==> src/rtl/store_buffer_pkg.sv <==
// Shared constants, entry type and address-overlap helper for the store buffer.
package store_buffer_pkg;

  localparam int unsigned ADDR_W = 16;
  localparam int unsigned DATA_W = 16;
  localparam int unsigned DEPTH  = 4;
  localparam int unsigned PTR_W  = $clog2(DEPTH);

  typedef logic [ADDR_W-1:0] addr_t;
  typedef logic [DATA_W-1:0] data_t;

  typedef struct packed {
    addr_t addr;
    data_t data;
  } sb_entry_t;

  // A word covers two bytes, so a store one byte either side of the load overlaps it.
  function automatic logic partialOverlap(addr_t entryAddr, addr_t loadAddr);
    addr_t loadNext;
    addr_t loadPrev;
    loadNext = loadAddr + addr_t'(1);
    loadPrev = loadAddr - addr_t'(1);
    return (entryAddr == loadNext) || (entryAddr == loadPrev);
  endfunction

endpackage

==> src/rtl/store_buffer_if.sv <==
// CPU-side and memory-side signals of the store buffer; slave is the buffer itself.
interface store_buffer_if;
  import store_buffer_pkg::*;

  logic  StoreValid;
  addr_t StoreAddress;
  data_t StoreData;
  logic  StoreReady;
  logic  LoadValid;
  addr_t LoadAddress;
  logic  LoadReady;
  data_t LoadData;
  logic  BufferEmpty;
  addr_t MemAddress;
  data_t MemWriteData;
  logic  MemWrite;
  logic  MemRead;
  data_t MemReadData;

  modport master (
    output StoreValid, StoreAddress, StoreData, LoadValid, LoadAddress, MemReadData,
    input  StoreReady, LoadReady, LoadData, BufferEmpty,
    input  MemAddress, MemWriteData, MemWrite, MemRead
  );

  modport slave (
    input  StoreValid, StoreAddress, StoreData, LoadValid, LoadAddress, MemReadData,
    output StoreReady, LoadReady, LoadData, BufferEmpty,
    output MemAddress, MemWriteData, MemWrite, MemRead
  );

endinterface

==> src/rtl/store_buffer_match.sv <==
// Compares a load address against all valid buffered stores; reports exact and
// partial overlaps and the index of the youngest exact match.
module store_buffer_match
  import store_buffer_pkg::*;
#(
  parameter int unsigned Depth = DEPTH,
  parameter int unsigned PtrW  = PTR_W
) (
  input  sb_entry_t [Depth-1:0] entries_i,
  input  logic [Depth-1:0]      valid_i,
  input  addr_t                 loadAddress_i,
  input  logic [PtrW-1:0]       tail_i,
  output logic                  exactHit_o,
  output logic                  partialHit_o,
  output logic [PtrW-1:0]       hitIndex_o
);

  logic [PtrW-1:0] slot;

  always_comb begin
    exactHit_o   = 1'b0;
    partialHit_o = 1'b0;
    hitIndex_o   = '0;
    slot         = '0;
    for (int i = 0; i < Depth; i++) begin
      if (valid_i[i] && partialOverlap(entries_i[i].addr, loadAddress_i)) begin
        partialHit_o = 1'b1;
      end
    end
    // Visit slots oldest to youngest ending just behind the tail, so the last hit wins.
    for (int k = Depth; k >= 1; k--) begin
      slot = tail_i - PtrW'(k);
      if (valid_i[slot] && (entries_i[slot].addr == loadAddress_i)) begin
        exactHit_o = 1'b1;
        hitIndex_o = slot;
      end
    end
  end

endmodule

==> src/rtl/store_buffer.sv <==
// Write-back store buffer between the MEM stage and data memory; store-to-load
// forwarding is enabled by defining STORE_BUFFER_FORWARD_EN.
module store_buffer
  import store_buffer_pkg::*;
#(
  parameter int unsigned Depth = DEPTH
) (
  input logic           Clock,
  input logic           Reset,
  store_buffer_if.slave bus
);

  localparam int unsigned PtrW = $clog2(Depth);
  localparam int unsigned CntW = PtrW + 1;

  sb_entry_t [Depth-1:0] entriesQ;
  logic [PtrW-1:0]       headQ;
  logic [PtrW-1:0]       tailQ;
  logic [CntW-1:0]       countQ;
  logic [CntW-1:0]       countD;
  logic [Depth-1:0]      valid;
  logic [PtrW-1:0]       offset;

  logic            exactHit;
  logic            partialHit;
  logic [PtrW-1:0] hitIndex;
  logic            loadHazard;
  logic            forwardHit;
  logic            storeReady;
  logic            storeAccept;
  logic            drain;

  // Slot i holds a pending store when it lies within count slots of the head.
  always_comb begin
    valid  = '0;
    offset = '0;
    for (int i = 0; i < Depth; i++) begin
      offset   = PtrW'(i) - headQ;
      valid[i] = CntW'(offset) < countQ;
    end
  end

  store_buffer_match #(
    .Depth (Depth),
    .PtrW  (PtrW)
  ) u_match (
    .entries_i     (entriesQ),
    .valid_i       (valid),
    .loadAddress_i (bus.LoadAddress),
    .tail_i        (tailQ),
    .exactHit_o    (exactHit),
    .partialHit_o  (partialHit),
    .hitIndex_o    (hitIndex)
  );

`ifdef STORE_BUFFER_FORWARD_EN
  assign loadHazard = partialHit;
  assign forwardHit = exactHit && !partialHit;
`else
  assign loadHazard = partialHit || exactHit;
  assign forwardHit = 1'b0;
`endif

  assign storeReady  = !Reset && (countQ != CntW'(Depth));
  assign storeAccept = bus.StoreValid && storeReady;

  // A hazarded load gives up the port so the overlapping stores can drain.
  always_comb begin
    drain            = 1'b0;
    bus.LoadReady    = 1'b0;
    bus.MemRead      = 1'b0;
    bus.MemWrite     = 1'b0;
    bus.MemAddress   = '0;
    bus.MemWriteData = '0;
    if (!Reset) begin
      bus.LoadReady = !loadHazard;
      if (bus.LoadValid && !loadHazard) begin
        bus.MemRead    = 1'b1;
        bus.MemAddress = bus.LoadAddress;
      end else if (countQ != '0) begin
        drain            = 1'b1;
        bus.MemWrite     = 1'b1;
        bus.MemAddress   = entriesQ[headQ].addr;
        bus.MemWriteData = entriesQ[headQ].data;
      end
    end
  end

  assign bus.StoreReady  = storeReady;
  assign bus.BufferEmpty = (countQ == '0);
  assign bus.LoadData    = forwardHit ? entriesQ[hitIndex].data : bus.MemReadData;

  assign countD = countQ + CntW'(storeAccept) - CntW'(drain);

  always_ff @(posedge Clock) begin
    if (Reset) begin
      headQ  <= '0;
      tailQ  <= '0;
      countQ <= '0;
    end else begin
      if (storeAccept) begin
        tailQ <= tailQ + PtrW'(1);
      end
      if (drain) begin
        headQ <= headQ + PtrW'(1);
      end
      countQ <= countD;
    end
  end

  always_ff @(posedge Clock) begin
    if (storeAccept) begin
      entriesQ[tailQ] <= '{addr: bus.StoreAddress, data: bus.StoreData};
    end
  end

endmodule

==> src/flat_wrapper.sv <==
// flat-port wrapper written by rule: the top's interface ports become plain ports
module store_buffer_flat import store_buffer_pkg::*;
#(
  parameter int unsigned Depth = DEPTH
)
  (Clock, Reset, bus_StoreValid, bus_StoreAddress, bus_StoreData, bus_LoadValid, bus_LoadAddress, bus_MemReadData, bus_StoreReady, bus_LoadReady, bus_LoadData, bus_BufferEmpty, bus_MemAddress, bus_MemWriteData, bus_MemWrite, bus_MemRead);
  store_buffer_if bus_i ();
  input logic Clock;
  input logic Reset;
  input wire logic [$bits(bus_i.StoreValid)-1:0] bus_StoreValid;
  input wire logic [$bits(bus_i.StoreAddress)-1:0] bus_StoreAddress;
  input wire logic [$bits(bus_i.StoreData)-1:0] bus_StoreData;
  input wire logic [$bits(bus_i.LoadValid)-1:0] bus_LoadValid;
  input wire logic [$bits(bus_i.LoadAddress)-1:0] bus_LoadAddress;
  input wire logic [$bits(bus_i.MemReadData)-1:0] bus_MemReadData;
  output wire logic [$bits(bus_i.StoreReady)-1:0] bus_StoreReady;
  output wire logic [$bits(bus_i.LoadReady)-1:0] bus_LoadReady;
  output wire logic [$bits(bus_i.LoadData)-1:0] bus_LoadData;
  output wire logic [$bits(bus_i.BufferEmpty)-1:0] bus_BufferEmpty;
  output wire logic [$bits(bus_i.MemAddress)-1:0] bus_MemAddress;
  output wire logic [$bits(bus_i.MemWriteData)-1:0] bus_MemWriteData;
  output wire logic [$bits(bus_i.MemWrite)-1:0] bus_MemWrite;
  output wire logic [$bits(bus_i.MemRead)-1:0] bus_MemRead;
  assign bus_i.StoreValid = bus_StoreValid;
  assign bus_i.StoreAddress = bus_StoreAddress;
  assign bus_i.StoreData = bus_StoreData;
  assign bus_i.LoadValid = bus_LoadValid;
  assign bus_i.LoadAddress = bus_LoadAddress;
  assign bus_i.MemReadData = bus_MemReadData;
  assign bus_StoreReady = bus_i.StoreReady;
  assign bus_LoadReady = bus_i.LoadReady;
  assign bus_LoadData = bus_i.LoadData;
  assign bus_BufferEmpty = bus_i.BufferEmpty;
  assign bus_MemAddress = bus_i.MemAddress;
  assign bus_MemWriteData = bus_i.MemWriteData;
  assign bus_MemWrite = bus_i.MemWrite;
  assign bus_MemRead = bus_i.MemRead;
  store_buffer #(.Depth(Depth)) u_core (.Clock(Clock), .Reset(Reset), .bus(bus_i));
endmodule
==> config.mk <==
export PLATFORM = sky130hd
export DESIGN_NAME = store_buffer_flat
export DESIGN_NICKNAME = d
export VERILOG_FILES = /design/src/rtl/store_buffer_pkg.sv /design/src/rtl/store_buffer_if.sv /design/src/rtl/store_buffer_match.sv /design/src/rtl/store_buffer.sv /design/src/flat_wrapper.sv
export SDC_FILE = /design/constraint.sdc
export NUM_CORES = 1
export LEC_CHECK = 0
export ABC_AREA = 1
export CAP_MARGIN = 20
export CORE_ASPECT_RATIO = 0.75
export CORE_UTILIZATION = 45
export DETAILED_ROUTE_END_ITERATION = 10
export PLACE_DENSITY = 0.65
export SYNTH_ARGS = -nofsm -noshare
export SYNTH_HDL_FRONTEND = slang
export SYNTH_SLANG_ARGS = --single-unit
==> constraint.sdc <==
create_clock -name Clock -period 5.8 [get_ports Clock]
set_input_delay 1.16 -clock Clock [delete_from_list [all_inputs] [get_ports Clock]]
set_output_delay 1.16 -clock Clock [all_outputs]
set_load 0.05 [all_outputs]
==> flow_summary.yaml, run 1 <==
setup_path:
  worstPathArrival_ps: 4480
  path_common_cell: "sky130_fd_sc_hd__nand2_1"
  reg_to_reg_setup_timing_slack_ps: 990
  critical_path.endpoint_type: "primary output"
  critical_path.slowest_cell: "sky130_fd_sc_hd__clkdlybuf4s50_1"
  critical_path_required_ps: 4640
  timing.critical_path.max_delay_family: "simple AND/OR/NAND/NOR gates"
  worst-r2r-cell-count: 27
  critical_path.reg2reg.endpoint: "u_core.countQ[2]"
  r2r_start: "u_core.tailQ[0]"
  crit_path_cell_trace: "clkdlybuf4s50_1, buf_4, nor2_4, nand2_2, nor2_2, nand2_1, nand3_1, nand2_1, nand4_1, nor2_1, buf_4, nand3_1, nand2_1, a21oi_2, and2_1, buf_4, nand2_1, nor2_1, buf_12"
  timing.critical_path.to: "bus_MemRead"
  path_depth: 19
  critPathLaunch: "bus_LoadAddress[1]"
  timing_worst_setup_path_type: "input port to primary output"
  critical_path_buf_inv_count: 5
  critical_path.startpoint_type: "input port"
  critical_path.max_stage_delay_ps: 490
  largest_fanout_on_the_critical_path: 7
final_layout:
  final_area_um2: 13870
  nFillCells: 2415
  final_net_count: 1871
  area_growth_syn_to_layout_pct: 20.85
  layout-drive-gt1-share: 0.1087
yosys:
  synthesized_nets: 1782
  synth_enable_flop_cells: 128
  synth.cell_area_um2: 11480
  fraction_of_synthesized_cell_area_taken_by_the_top_area_cell_type: 0.3349
  synthesis.instances: 1701
  asyncSetResetFlopFracSynth: 0
  yosys.area.top_type: "sky130_fd_sc_hd__edfxtp_1"
  synth.lib_cells_used.distinct: 39
  synth.yosys.seq_area_share: 0.3471
  synth.area.top_cells: "sky130_fd_sc_hd__edfxtp_1 33%, sky130_fd_sc_hd__nand2_1 22%, sky130_fd_sc_hd__nand3_1 12%, sky130_fd_sc_hd__nor2_1 4.5%, sky130_fd_sc_hd__inv_1 3.9%"
  postSynthAreaPerCell_um2: 6.748
  ys_seq_elements: 135
  ys_warn_count: 0
  ys_dominant_reg_cell: "sky130_fd_sc_hd__edfxtp_1"
global_routing:
  grt_first_pass_wirelength_um: 69790
  grt_usage: 0.3633
  grt_start_max_net_pins: 51
  grt_antenna_before_repair: 1
  via_count_of_the_first_global_routing_pass: 11057
  overflow: 0
sta:
  max_slew_margin: 0.3919
  timing_hold_violations_final: 0
  holdWs_ps: 538.2
  grt_setup_unrepaired: "true"
  slew_violations: 0
  timing_worst_slew_pin_value_ps: 911.1
  timing.final.setup_violations: 0
  timing.final.crit_period_ps: 5642
  largest_clock_skew_in_the_final_design_ps: 18.16
  fmax_ghz: 0.1772
  fin_crit_sh: 0.9728
power_and_ir_drop:
  total_power_density_per_cell_area_nw_per_um2: 296.9
  leakage_nw: 6.307
  vdd_drop_max_uv: 244.4
flow_run:
  drv.max_cap_violation_count: 0
clock_network:
  clock_sink_count: 135
  cts_made_buffers: 17
  cts_max_level: 4
  cts.clk_slew.worst_paths_ps: 70
  clock_latency_ps: 440
  clock_path_buffers: 2
  cts_tree: "built"
  ctsRootBufferMaster: "sky130_fd_sc_hd__clkbuf_16"
floorplanning:
  die_area_um2: 26160
  die_w_um: 186.4
  design.portCount: 121
  die_height_um: 140.3
  initial_utilization: 0.4587
  row_count: 50
  core_um2: 25020
placed_design:
  place.port_buffers: 88
  gpl.final_weighted_congestion: 1.069
  placed_cell_area_um2: 13230
  dp_hpwl_um: 36220
detailed_routing:
  avgRoutedWirePerCell_um: 22.33
  total_wire_length_after_detailed_routing_um: 47840
  drcViolationCount: 0
  number_of_detailed_routing_iterations_run_before_antenna_repair: 6
  avgViaCountPerCell: 5.916
  drc_marker_count_from_the_first_detailed_route_iteration: 1802
  final_antenna_net_count: 0
  detailroute.via_count: 12672
run_status:
  outcome: "complete, no violations"
min_path:
  worst_hold_path_type: "register to register"
[layout make-up]
cell class / count / area [µm²] / share of cell area
Multi-Input combinational cell: 1355 / 6601 / 0.4759
Sequential cell: 135 / 3988 / 0.2875
Timing Repair Buffer: 152 / 1767 / 0.1274
Inverter: 129 / 486.7 / 0.03509
Clock buffer: 17 / 425.4 / 0.03067
Tap cell: 338 / 422.9 / 0.03049
Clock inverter: 15 / 178.9 / 0.01290
Antenna cell: 1 / 2.502 / 0.0001804
[how the worst min path moves through the flow]
stage | startpoint | to | slack, ps | cells past startpoint
global route | u_core.countQ[1] | u_core.countQ[2] | 570 | 1
detailed placement | u_core.countQ[1] | u_core.countQ[2] | 510 | 1
floorplan | u_core.countQ[1] | u_core.countQ[2] | 480 | 1
CTS | u_core.countQ[1] | u_core.countQ[2] | 530 | 1
finish | u_core.countQ[1] | u_core.countQ[2] | 540 | 1
global placement | u_core.countQ[1] | u_core.countQ[2] | 500 | 1
[report_power, final]
part	internal, W	leakage [nW]	switching, W
registers	0.00112	1.22	0.0000608
clock network	0.000617	0.291	0.000514
logic	0.000600	4.80	0.00120
[flip-flops by register name, summed over array words and instances (netlist names)]
signal           flops
u_core.headQ         2
u_core.tailQ         2
u_core.entriesQ    128
u_core.countQ        3
[per-layer routing]
layer,vias up,GRT usage,share of wire
li1,5886,-,-
met1,5884,0.5470,0.45
met2,855,0.4951,0.40
met3,47,0.1243,0.15
met4,0,0.07003,0.012
met5,-,0,0
[synth_stat cells, drive strengths merged (7+ instances only)]
master / instances
inv: 123
o211ai: 30
a221oi: 16
nor2: 164
ha: 12
o221ai: 16
buf: 52
o21ai: 29
edfxtp: 128
a22o: 16
dfxtp: 7
clkbuf: 30
nand3: 277
nand4: 35
nand2: 697
xor2: 23
a22oi: 16
a21oi: 12
[repair_timing]
action | in CTS | in global routing
hold buffers | 0 | 0
resized for setup | 0 | 8
endpoints found under the setup margin | 0 | 23
setup buffers | 0 | 1
[logic make-up (layout without fill, tap and decap cells)]
group                      after synthesis  count (layout)  synth area share
AOI/OAI and AO/OA                      137             137           0.08644
xor gates and xnor gates                26              26           0.02344
adders and majority gates               13              13           0.01482
buffers and inverters                  211             313           0.08273
DFF                                    135             135            0.3471
other                                    0               1                 0
and+or+nand+nor                       1179            1179            0.4455
[per-stage QoR]
stage	util	total power, W	setup TNS (ps)	setup WS [ps]	cells
6_report	0.5544	0.004118	0	157.8	2142
5_1_grt	0.5543	0.004284	-3.480	-2.331	2141
4_1_cts	0.5529	0.004072	0	188.9	2140
3_5_place_dp	0.5288	0.002944	0	207.6	2108
3_3_place_gp	0.5288	0.002924	0	229.0	2108
2_1_floorplan	-	0.002288	0	843.7	1701
[cell usage in the layout, fill, tap and decap left out, types with 4 or more instances in the layout]
cell,synthesis,final
sky130_fd_sc_hd__a21oi_1,11,10
sky130_fd_sc_hd__a221oi_1,16,16
sky130_fd_sc_hd__a22o_1,16,16
sky130_fd_sc_hd__a22oi_1,16,16
sky130_fd_sc_hd__buf_12,0,39
sky130_fd_sc_hd__buf_4,21,60
sky130_fd_sc_hd__clkbuf_16,0,17
sky130_fd_sc_hd__clkdlybuf4s50_1,0,51
sky130_fd_sc_hd__clkinv_1,6,6
sky130_fd_sc_hd__dfxtp_1,7,6
sky130_fd_sc_hd__edfxtp_1,128,128
sky130_fd_sc_hd__ha_1,12,10
sky130_fd_sc_hd__inv_1,119,119
sky130_fd_sc_hd__inv_6,0,4
sky130_fd_sc_hd__inv_8,0,4
sky130_fd_sc_hd__nand2_1,683,683
sky130_fd_sc_hd__nand2_2,10,10
sky130_fd_sc_hd__nand2_4,4,4
sky130_fd_sc_hd__nand3_1,270,268
sky130_fd_sc_hd__nand3_2,6,8
sky130_fd_sc_hd__nand4_1,35,35
sky130_fd_sc_hd__nor2_1,139,132
sky130_fd_sc_hd__nor2_2,15,18
sky130_fd_sc_hd__nor2_4,7,11
sky130_fd_sc_hd__o211ai_1,30,30
sky130_fd_sc_hd__o21ai_0,28,28
sky130_fd_sc_hd__o221ai_1,16,16
sky130_fd_sc_hd__xor2_1,23,23
Power figures use the tool's default switching activity.
==> run 2, diff against run 1 <==
CAP_MARGIN = not set   (was 20)
SETUP_SLACK_MARGIN = 0.3   (was not set)
SLEW_MARGIN = 20   (was not set)
==> run 2 against run 1 <==
Combinational power grew 3%. Maximum frequency grew 3.9%. Design area grew 2.5%. Routed wire length grew 1.4%. Utilization grew 1.4 points.
==> flow_summary.yaml, run 2 (synthesis results as in run 1) <==
detailed_routing:
  total_wire_length_after_detailed_routing_um: 48500
  avgRoutedWirePerCell_um: 22.52
  drc_marker_count_from_the_first_detailed_route_iteration: 1878
  avgViaCountPerCell: 5.913
  drcViolationCount: 0
  detailroute.via_count: 12737
  number_of_detailed_routing_iterations_run_before_antenna_repair: 6
  final_antenna_net_count: 0
clock_network:
  clock_latency_ps: 430
  cts_made_buffers: 17
  clock_path_buffers: 2
  cts_tree: "built"
  clock_sink_count: 135
  ctsRootBufferMaster: "sky130_fd_sc_hd__clkbuf_16"
  cts.clk_slew.worst_paths_ps: 70
  cts_max_level: 4
global_routing:
  grt_usage: 0.3645
  met2_track_demand_over_resource_in_global_routing: 0.4949
  grt_antenna_before_repair: 1
  overflow: 0
  met1_usage: 0.5451
  grt_first_pass_wirelength_um: 70040
  busiest_layer: "met1"
  grt_start_max_net_pins: 51
  met3_layer_usage_reported_by_global_route: 0.1318
  via_count_of_the_first_global_routing_pass: 11069
power_and_ir_drop:
  internal-power_w: 0.002373
  total_power_density_per_cell_area_nw_per_um2: 293.6
  clock_power_share: 0.271
  p_switching_w: 0.001800
  p_sw_frac: 0.4313
  vdd_drop_max_uv: 251.1
  leakage_nw: 6.485
  seqPwrFrac: 0.284
  comb_power_share: 0.445
run_status:
  outcome: "complete, no violations"
sta:
  fmax_ghz: 0.1841
  fin_crit_sh: 0.9367
  timing.setup.tns_ps: 0
  largest_clock_skew_in_the_final_design_ps: 14.23
  layout_setup_ws_ps: 367.1
  grt_setup_unrepaired: "false"
  timing_hold_violations_final: 0
  timing_worst_slew_pin_value_ps: 883.3
  slew_violations: 0
  timing.final.setup_violations: 0
  timing.final.crit_period_ps: 5433
  max_slew_margin: 0.4105
final_layout:
  regMostFlops: "u_core.entriesQ"
  layoutNonFillerInstCount: 2154
  mostFrequentLayoutCells: "668 x sky130_fd_sc_hd__nand2_1, 266 x sky130_fd_sc_hd__nand3_1, 128 x sky130_fd_sc_hd__edfxtp_1"
  largest_registers: "u_core.entriesQ: 128 flops, u_core.countQ: 3 flops"
  final_common_cell: "sky130_fd_sc_hd__nand2_1"
  layout-drive-gt1-share: 0.1394
  final_net_count: 1883
  postLayoutCoreUtil: 0.5680
  largest_register_ffs: 128
  final_area_um2: 14210
  area_growth_syn_to_layout_pct: 23.83
placed_design:
  place.port_buffers: 88
  gpl.final_weighted_congestion: 1.069
  dp_hpwl_um: 36220
  placed_cell_area_um2: 13230
  placement_setup_slack_ps: 207.6
  dp.cells: 2108
setup_path:
  r2r_start: "u_core.tailQ[0]"
  largest_fanout_on_the_critical_path: 12
  critical_path.startpoint_type: "input port"
  reg_to_reg_setup_timing_slack_ps: 880
  timing_worst_setup_path_type: "input port to primary output"
  critical_path_required_ps: 4640
  critical_path.max_stage_delay_ps: 450
  worst-r2r-cell-count: 26
  crit_path_cell_trace: "clkdlybuf4s50_1, buf_12, nor2_4, nand2_4, nor2_8, nand2_1, nand2_2, nand2_2, nand2_1, nand4_1, nor2_1, buf_4, nand3_1, nand2_1, a21oi_2, nand3_4, nand2_4, nor2_8, clkbuf_16, nand2_1, nand2_1, buf_12"
  worstPathArrival_ps: 4270
  critical_path.slowest_cell: "sky130_fd_sc_hd__clkdlybuf4s50_1"
  critical_path.reg2reg.endpoint: "u_core.countQ[2]"
  critical_path.endpoint_type: "primary output"
  path_common_cell: "sky130_fd_sc_hd__nand2_1"
floorplanning:
  initial_utilization: 0.4587
  die_w_um: 186.4
  core_um2: 25020
  design.portCount: 121
  die_height_um: 140.3
  row_count: 50
  die_area_um2: 26160
min_path:
  hold_depth: 1
  worstHoldStart: "u_core.countQ[1]"
  hold-path-endpoint: "u_core.countQ[2]"
  worst_hold_path_type: "register to register"
flow_run:
  drv.max_cap_violation_count: 0
-- run 2: power by group through the flow --
stage / sequential [W] / combinational (W) / clock, W
2_1_floorplan: 0.00118 / 0.00111 / 0
3_3_place_gp: 0.00120 / 0.00172 / 0
3_5_place_dp: 0.00120 / 0.00174 / 0
4_1_cts: 0.00118 / 0.00176 / 0.00114
5_1_grt: 0.00119 / 0.00198 / 0.00117
6_report: 0.00119 / 0.00186 / 0.00113
-- run 2: metal layers --
layer / share of wire / vias up
li1: - / 5899
met2: 0.40 / 861
met3: 0.15 / 58
met5: 0 / -
met1: 0.44 / 5919
met4: 0.014 / 0
-- run 2: worst max-delay path by stage --
stage	startpoint	endpoint	slack, ps	cells past startpoint
after floorplan	bus_LoadAddress[0]	bus_MemRead	840	21
after global placement	bus_LoadAddress[4]	bus_MemRead	230	18
after detailed placement	bus_LoadAddress[1]	bus_MemRead	210	19
after CTS	bus_LoadAddress[1]	bus_MemAddress[15]	310	25
after global routing	bus_LoadAddress[3]	bus_MemAddress[11]	270	22
final	bus_LoadAddress[3]	bus_MemAddress[11]	370	22
-- run 2: what timing repair did --
item,4_1_cts,5_1_grt
buffers inserted,0,10
pin swaps,2,9
setup endpoints to repair,34,35
hold buffers,0,0
cloned,1,2
resized for setup,14,67
-- run 2: critical path, delay by kind of cell --
kind | cells | cell delay [ps]
and+or+nand+nor | 16 | 1930
buffers and inverters | 5 | 1090
AOI/OAI and AO/OA | 1 | 80
-- run 2: layout make-up --
cell class	count	area, µm²
Sequential cell	135	3988
Clock inverter	15	178.9
Antenna cell	1	2.502
Multi-Input combinational cell	1356	6760
Tap cell	338	422.9
Clock buffer	17	425.4
Inverter	129	499.2
Fill cell	2385	10810
Timing Repair Buffer	163	1937
-- run 2: stage by stage --
stage	hold WS (ps)	power [W]
detailed placement	506.6	0.002944
CTS	530.5	0.004080
global placement	496.8	0.002924
global route	565.3	0.004337
floorplan	477.7	0.002288
finish	529.1	0.004173
